File: src/rtl/mult_pkg.sv
// mult_pkg: shared definitions for the multiplier dispatcher slice.
//   W_DEFAULT - default operand width
//   state_e   - dispatcher FSM state encoding (IDLE=0, ISSUE=1, ARM=2, WAIT=3)
package mult_pkg;

    localparam int unsigned W_DEFAULT = 4;

    typedef enum logic [1:0] {
        IDLE  = 2'd0,
        ISSUE = 2'd1,
        ARM   = 2'd2,
        WAIT  = 2'd3
    } state_e;

endpackage

File: src/rtl/mult_dispatch_if.sv
// mult_dispatch_if: operand, multiplier and result handshake bundle.
//   in_valid/in_ready/in_a/in_b          operand stream into the dispatcher
//   mult_load/mult_a/mult_b              issue side to the shift-add multiplier
//   mult_p/mult_valid                    product returned by the multiplier
//   out_valid/out_ready/out_p            result stream out of the dispatcher
//   busy                                 dispatcher FSM not idle
// Modports: slave = dispatcher view, master = surrounding environment view.
interface mult_dispatch_if
    import mult_pkg::*;
#(
    parameter int unsigned W = W_DEFAULT
) ();

    logic           in_valid;
    logic           in_ready;
    logic [W-1:0]   in_a;
    logic [W-1:0]   in_b;

    logic           mult_load;
    logic [W-1:0]   mult_a;
    logic [W-1:0]   mult_b;
    logic [2*W-1:0] mult_p;
    logic           mult_valid;

    logic           out_valid;
    logic           out_ready;
    logic [2*W-1:0] out_p;

    logic           busy;

    modport slave (
        input  in_valid, in_a, in_b, mult_p, mult_valid, out_ready,
        output in_ready, mult_load, mult_a, mult_b, out_valid, out_p, busy
    );

    modport master (
        output in_valid, in_a, in_b, mult_p, mult_valid, out_ready,
        input  in_ready, mult_load, mult_a, mult_b, out_valid, out_p, busy
    );

endinterface

File: src/rtl/sync_fifo.sv
// sync_fifo: single-clock FIFO with a registered occupancy count.
//   clk, rst  clock, asynchronous active-high reset (empties the FIFO)
//   push/din  write request and data; ignored while full
//   pop       read request; ignored while empty
//   full      count == DEPTH
//   empty     count == 0
//   head      oldest entry (valid while !empty)
// DEPTH must be a power of two >= 2 so pointers wrap naturally.
module sync_fifo #(
    parameter int unsigned WIDTH = 8,
    parameter int unsigned DEPTH = 4
) (
    input  logic             clk,
    input  logic             rst,
    input  logic             push,
    input  logic [WIDTH-1:0] din,
    input  logic             pop,
    output logic             full,
    output logic             empty,
    output logic [WIDTH-1:0] head
);

    localparam int unsigned AW = $clog2(DEPTH);
    localparam logic [AW:0] DEPTH_CNT = (AW + 1)'(DEPTH);

    logic [WIDTH-1:0] mem_q [DEPTH];
    logic [AW-1:0]    wr_ptr_q;
    logic [AW-1:0]    rd_ptr_q;
    logic [AW:0]      count_q;
    logic             do_push;
    logic             do_pop;

    // A push while full is dropped even if a pop frees a slot this cycle.
    assign do_push = push && !full;
    assign do_pop  = pop && !empty;

    assign full  = (count_q == DEPTH_CNT);
    assign empty = (count_q == '0);
    assign head  = mem_q[rd_ptr_q];

    always_ff @(posedge clk) begin
        if (do_push) begin
            mem_q[wr_ptr_q] <= din;
        end
    end

    always_ff @(posedge clk or posedge rst) begin
        if (rst) begin
            wr_ptr_q <= '0;
            rd_ptr_q <= '0;
            count_q  <= '0;
        end else begin
            if (do_push) begin
                wr_ptr_q <= wr_ptr_q + 1'b1;
            end
            if (do_pop) begin
                rd_ptr_q <= rd_ptr_q + 1'b1;
            end
            case ({do_push, do_pop})
                2'b10:   count_q <= count_q + 1'b1;
                2'b01:   count_q <= count_q - 1'b1;
                default: count_q <= count_q;
            endcase
        end
    end

endmodule

File: src/rtl/mult_dispatch.sv
// mult_dispatch: queues operand pairs and feeds them one at a time to an
// external shift-add multiplier, holding each product until accepted.
//   clk, rst   clock, asynchronous active-high reset
//   bus        mult_dispatch_if.slave (operand in, multiplier, result out, busy)
//   op_count   16-bit wrapping count of captured results; present only when
//              MULT_DISPATCH_CNT_EN is defined
// FSM: IDLE -> ISSUE (load pulse, pop) -> ARM (ignore stale mult_valid)
//      -> WAIT (capture product) -> IDLE. No issue while a result is pending.
module mult_dispatch
    import mult_pkg::*;
#(
    parameter int unsigned W     = W_DEFAULT,
    parameter int unsigned DEPTH = 4
) (
    input  logic clk,
    input  logic rst,
`ifdef MULT_DISPATCH_CNT_EN
    mult_dispatch_if.slave bus,
    output logic [15:0]   op_count
`else
    mult_dispatch_if.slave bus
`endif
);

    localparam int unsigned PW = 2 * W;

    state_e        state_q;
    logic          mult_load_q;
    logic [W-1:0]  mult_a_q;
    logic [W-1:0]  mult_b_q;
    logic          out_valid_q;
    logic [PW-1:0] out_p_q;
    logic          busy_q;

    logic          fifo_full;
    logic          fifo_empty;
    logic          fifo_pop;
    logic [PW-1:0] fifo_head;
    logic          capture;

    sync_fifo #(
        .WIDTH (PW),
        .DEPTH (DEPTH)
    ) u_fifo (
        .clk   (clk),
        .rst   (rst),
        .push  (bus.in_valid),
        .din   ({bus.in_a, bus.in_b}),
        .pop   (fifo_pop),
        .full  (fifo_full),
        .empty (fifo_empty),
        .head  (fifo_head)
    );

    assign fifo_pop = (state_q == ISSUE);
    assign capture  = (state_q == WAIT) && bus.mult_valid;

    assign bus.in_ready  = !fifo_full;
    assign bus.mult_load = mult_load_q;
    assign bus.mult_a    = mult_a_q;
    assign bus.mult_b    = mult_b_q;
    assign bus.out_valid = out_valid_q;
    assign bus.out_p     = out_p_q;
    assign bus.busy      = busy_q;

    // Issue-side outputs are registered: they are loaded on the IDLE->ISSUE
    // edge from the FIFO head, which is exactly the entry popped in ISSUE.
    always_ff @(posedge clk or posedge rst) begin
        if (rst) begin
            state_q     <= IDLE;
            mult_load_q <= 1'b0;
            mult_a_q    <= '0;
            mult_b_q    <= '0;
            out_valid_q <= 1'b0;
            out_p_q     <= '0;
            busy_q      <= 1'b0;
        end else begin
            if (out_valid_q && bus.out_ready) begin
                out_valid_q <= 1'b0;
            end
            unique case (state_q)
                IDLE: begin
                    if (!fifo_empty && !out_valid_q) begin
                        state_q     <= ISSUE;
                        mult_load_q <= 1'b1;
                        mult_a_q    <= fifo_head[PW-1:W];
                        mult_b_q    <= fifo_head[W-1:0];
                        busy_q      <= 1'b1;
                    end
                end
                ISSUE: begin
                    state_q     <= ARM;
                    mult_load_q <= 1'b0;
                    mult_a_q    <= '0;
                    mult_b_q    <= '0;
                end
                ARM: begin
                    // mult_valid still reflects the previous product here.
                    state_q <= WAIT;
                end
                WAIT: begin
                    if (bus.mult_valid) begin
                        out_p_q     <= bus.mult_p;
                        out_valid_q <= 1'b1;
                        state_q     <= IDLE;
                        busy_q      <= 1'b0;
                    end
                end
            endcase
        end
    end

`ifdef MULT_DISPATCH_CNT_EN
    logic [15:0] op_count_q;

    always_ff @(posedge clk or posedge rst) begin
        if (rst) begin
            op_count_q <= '0;
        end else if (capture) begin
            op_count_q <= op_count_q + 16'd1;
        end
    end

    assign op_count = op_count_q;
`else
    logic unused_capture;
    assign unused_capture = capture;
`endif

endmodule

File: src/flat_wrapper.sv
// flat-port wrapper written by rule: the top's interface ports become plain ports
module mult_dispatch_flat import mult_pkg::*;
#(
    parameter int unsigned W     = W_DEFAULT,
    parameter int unsigned DEPTH = 4
)
  (clk, rst, bus_in_valid, bus_in_a, bus_in_b, bus_mult_p, bus_mult_valid, bus_out_ready, bus_in_ready, bus_mult_load, bus_mult_a, bus_mult_b, bus_out_valid, bus_out_p, bus_busy);
  mult_dispatch_if #(.W(W)) bus_i ();
  input  logic clk;
  input  logic rst;
  input wire logic [$bits(bus_i.in_valid)-1:0] bus_in_valid;
  input wire logic [$bits(bus_i.in_a)-1:0] bus_in_a;
  input wire logic [$bits(bus_i.in_b)-1:0] bus_in_b;
  input wire logic [$bits(bus_i.mult_p)-1:0] bus_mult_p;
  input wire logic [$bits(bus_i.mult_valid)-1:0] bus_mult_valid;
  input wire logic [$bits(bus_i.out_ready)-1:0] bus_out_ready;
  output wire logic [$bits(bus_i.in_ready)-1:0] bus_in_ready;
  output wire logic [$bits(bus_i.mult_load)-1:0] bus_mult_load;
  output wire logic [$bits(bus_i.mult_a)-1:0] bus_mult_a;
  output wire logic [$bits(bus_i.mult_b)-1:0] bus_mult_b;
  output wire logic [$bits(bus_i.out_valid)-1:0] bus_out_valid;
  output wire logic [$bits(bus_i.out_p)-1:0] bus_out_p;
  output wire logic [$bits(bus_i.busy)-1:0] bus_busy;
  assign bus_i.in_valid = bus_in_valid;
  assign bus_i.in_a = bus_in_a;
  assign bus_i.in_b = bus_in_b;
  assign bus_i.mult_p = bus_mult_p;
  assign bus_i.mult_valid = bus_mult_valid;
  assign bus_i.out_ready = bus_out_ready;
  assign bus_in_ready = bus_i.in_ready;
  assign bus_mult_load = bus_i.mult_load;
  assign bus_mult_a = bus_i.mult_a;
  assign bus_mult_b = bus_i.mult_b;
  assign bus_out_valid = bus_i.out_valid;
  assign bus_out_p = bus_i.out_p;
  assign bus_busy = bus_i.busy;
  mult_dispatch #(.W(W), .DEPTH(DEPTH)) u_core (.clk(clk), .rst(rst), .bus(bus_i));
endmodule
File: config.mk
export PLATFORM = sky130hd
export DESIGN_NAME = mult_dispatch_flat
export DESIGN_NICKNAME = d
export VERILOG_FILES = /design/src/rtl/mult_pkg.sv /design/src/rtl/mult_dispatch_if.sv /design/src/rtl/sync_fifo.sv /design/src/rtl/mult_dispatch.sv /design/src/flat_wrapper.sv
export SDC_FILE = /design/constraint.sdc
export NUM_CORES = 1
export LEC_CHECK = 0
export ABC_AREA = 1
export CORE_UTILIZATION = 48
export DETAILED_ROUTE_END_ITERATION = 8
export GPL_ROUTABILITY_DRIVEN = 0
export PLACE_DENSITY = 0.81
export SLEW_MARGIN = 10
export SYNTH_ARGS = -nofsm -noshare
export SYNTH_HDL_FRONTEND = slang
export SYNTH_HIERARCHICAL = 1
export SYNTH_SLANG_ARGS = --single-unit
File: constraint.sdc
create_clock -name clk -period 1.6 [get_ports clk]
set_input_delay 0.4 -clock clk [delete_from_list [all_inputs] [get_ports clk]]
set_output_delay 0.4 -clock clk [all_outputs]
set_load 0.02 [all_outputs]
==> results.json <==
{
  "layout_common_cells": "nand2_1, inv_1, edfxtp_1",
  "period_share_pct": 106.4,
  "crit_path_end_kind": "flop",
  "postCtsHoldBufs": 0,
  "viasPerCell": 4.674,
  "slew_headroom_pct": 69.77,
  "ys_types": 24,
  "ff_latch_area_um2": 1662,
  "rows": 27,
  "syn_avg_cell_area_um2": 10.30,
  "async_flop_share_pct": 46.67,
  "setup_viol": 2,
  "placed_area_um2": 3337,
  "numPortBuffers": 40,
  "synth-compound-area-share_pct": 4.970,
  "violations": "negative setup slack",
  "synth-simple-area-share_pct": 19.56,
  "path_clk_slew_ns": 0.06,
  "routed_wl_mm": 4.824,
  "die_h_um": 77.26,
  "drc": 0,
  "firstDrtPassIters": 4,
  "hold_viol_final": 0,
  "synthAdderAreaFrac_pct": 5.338,
  "grt_antenna_before_repair": 0,
  "synthXorXnorAreaFrac_pct": 0.3221,
  "grt_pass1_wl_mm": 8.342,
  "clock_skew_ns": 0.007293,
  "synthDominantCellAreaShare_pct": 35.34,
  "ys.flop_type": "edfxtp_1",
  "stdcell_area_um2": 3610,
  "crit_arrival_ns": 1.92,
  "synth_mux_area_share_pct": 0,
  "insertion_delay_ns": 0.33,
  "start_util_pct": 49.68,
  "dpl.hpwl_mm": 3.373,
  "synth_edf_count": 32,
  "setup_ws_ns": -0.1022,
  "min_period_ns": 1.702,
  "cts_buffer_depth": 2,
  "final_common_cell": "nand2_1",
  "drv_slew": 0,
  "multi_input_area_um2": 900.9,
  "fin_util_pct": 65.96,
  "final-instance-count-excl-fill": 414,
  "synth_top_cell_by_area": "edfxtp_1",
  "diodes": 0,
  "fmax_ghz": 0.5875,
  "syn_area_um2": 2719,
  "area_delta_synth_final_pct": 32.77,
  "cts_root_buffer": "clkbuf_8",
  "placed_cells_incl_taps": 391,
  "die_x_um": 77.26,
  "drtIter0Drc": 99,
  "synth_top_family_by_area": "simple AND/OR/NAND/NOR gates",
  "numCtsBuffers": 9,
  "hold_class": "primary input to asynchronous set/reset pin",
  "p_leak_nw": 1.750,
  "drive_gt1_share_pct": 21.05,
  "netlist_instances": 264,
  "grt_usage_pct": 18.29,
  "peakVddDrop_mv": 0.8735,
  "cp-start-kind": "flop",
  "critPathKind": "flop to flop",
  "synth_nets": 296,
  "synth_seq_cells": 60,
  "crit_fanout": 3,
  "vias": 1935,
  "synth_warnings": 6,
  "power_density_nw_per_um2": 1898,
  "drv_cap": 0,
  "fillers": 404,
  "cts-htree-levels": 3,
  "rsz0062_at_grt": "yes",
  "status": "finished with violations",
  "design.core.area_um2": 5473,
  "cts.sink_count": 60,
  "post_drt_wl_per_cell_um": 11.65,
  "grt_remaining_overflow": 0,
  "fin_nets": 369,
  "seq_area_frac_synth_pct": 61.11,
  "dieArea_um2": 5969,
  "synth_area_leaders": "edfxtp_1, dfrtp_1, nand2_1",
  "p_total_mw": 6.851,
  "grt_pass1_vias": 1935,
  "tns_ns": -0.1434,
  "tightest_slew_ns": 0.4528,
  "detail-route-antenna-nets": 0,
  "io_pins": 41,
  "grt_max_degree": 34,
  "cts_tree": "done",
  "critPathRequiredTime_ns": 1.82
}
## timing repair
action | CTS | global route
buffers inserted | 5 | 1
setup endpoints to repair | 22 | 15
pin swaps | 2 | 3
resized for setup | 26 | 15
gates cloned | 0 | 2
## final cells by class
cell class              count  share of cell area [%]
flip-flops and latches     60                   46.03
multi-input cells         153                   24.96
repair buffers             68                   16.36
inverters                  45                   4.818
clock buffers              10                   3.536
well taps                  72                   2.496
clock inverters             6                   1.802
## report_power, final
part,internal [mW],switching (mW)
logic,1.35,1.82
registers,2.13,0.263
clock network,0.718,0.567
total,4.20,2.65
## cells in the mapped netlist (2+ instances only)
master and count:
nand4_1 9, inv_1 41, nand2_1 82, o211ai_1 16, nand3_1 18, nand3_2 2
nand2_2 2, buf_4 2, ha_1 10, dfrtp_1 28, edfxtp_1 32, inv_2 4
nor2_1 4, o21ai_0 2, buf_6 3
## per-layer routing
| layer | global-route usage, % | up-vias | routed length, um |
|---|---|---|---|
| li1 | - | 1012 | - |
| met1 | 22.89 | 852 | 2266 |
| met2 | 28.05 | 63 | 2210 |
| met3 | 4.405 | 8 | 241 |
| met4 | 12.26 | 0 | 107 |
| met5 | 0 | - | 0 |
## flip-flops by register name, indices dropped and copies added (netlist names)
register	flops
u_core/bus.mult_b	4
u_core/u_fifo/rd_ptr_q	2
u_core/bus.mult_load	1
u_core/u_fifo/wr_ptr_q	2
u_core/bus.busy	1
u_core/state_q	2
u_core/u_fifo/count_q	3
u_core/u_fifo/mem_q	32
u_core/bus.out_valid	1
u_core/bus.mult_a	4
u_core/bus.out_p	8
## critical path, cell delays in order, from the launching register on
cell and delay [ns]:
dfrtp_1 0.37, inv_2 0.07, buf_6 0.12, nand3_4 0.08, nand2_4 0.06, inv_2 0.06, ha_4 0.14, inv_4 0.04
fa_2 0.36, nand2_2 0.10, nand3_2 0.06, nand2_1 0.07, nand2_1 0.06
## final timing paths
kind                                          startpoint                        end  slack, ns  cells past startpoint
worst min register to register       u_core/bus.out_p[6]        u_core/bus.out_p[6]       0.48                      2
max in group asynchronous                            rst       u_core/bus.mult_b[1]       0.97                      3
worst max register to register  u_core/u_fifo/count_q[1]   u_core/u_fifo/count_q[2]      -0.10                     12
worst min-delay path                                 rst  u_core/u_fifo/rd_ptr_q[1]       0.34                      2
worst max-delay path            u_core/u_fifo/count_q[1]   u_core/u_fifo/count_q[2]      -0.10                     12
min in group clk                     u_core/bus.out_p[6]        u_core/bus.out_p[6]       0.48                      2
## logic make-up (layout without fill, tap and decap cells)
logic type	count (synthesis)	count (layout)
flip-flops	60	60
AND/OR/NAND/NOR	121	122
adder cells (fa/ha/maj)	11	11
XOR/XNOR	1	1
buffers and inverters	52	129
AO/OA/AOI/OAI	19	19
## metrics by stage
stage                     setup WS, ns  hold WS [ns]
after global placement         -0.2229        0.4611
after CTS                     -0.08005        0.3248
after floorplan                0.02759        0.2034
after detailed placement       -0.2947        0.4658
final                          -0.1022        0.3358
after global routing           -0.1523        0.3783
(Power assumes the default switching activity.)
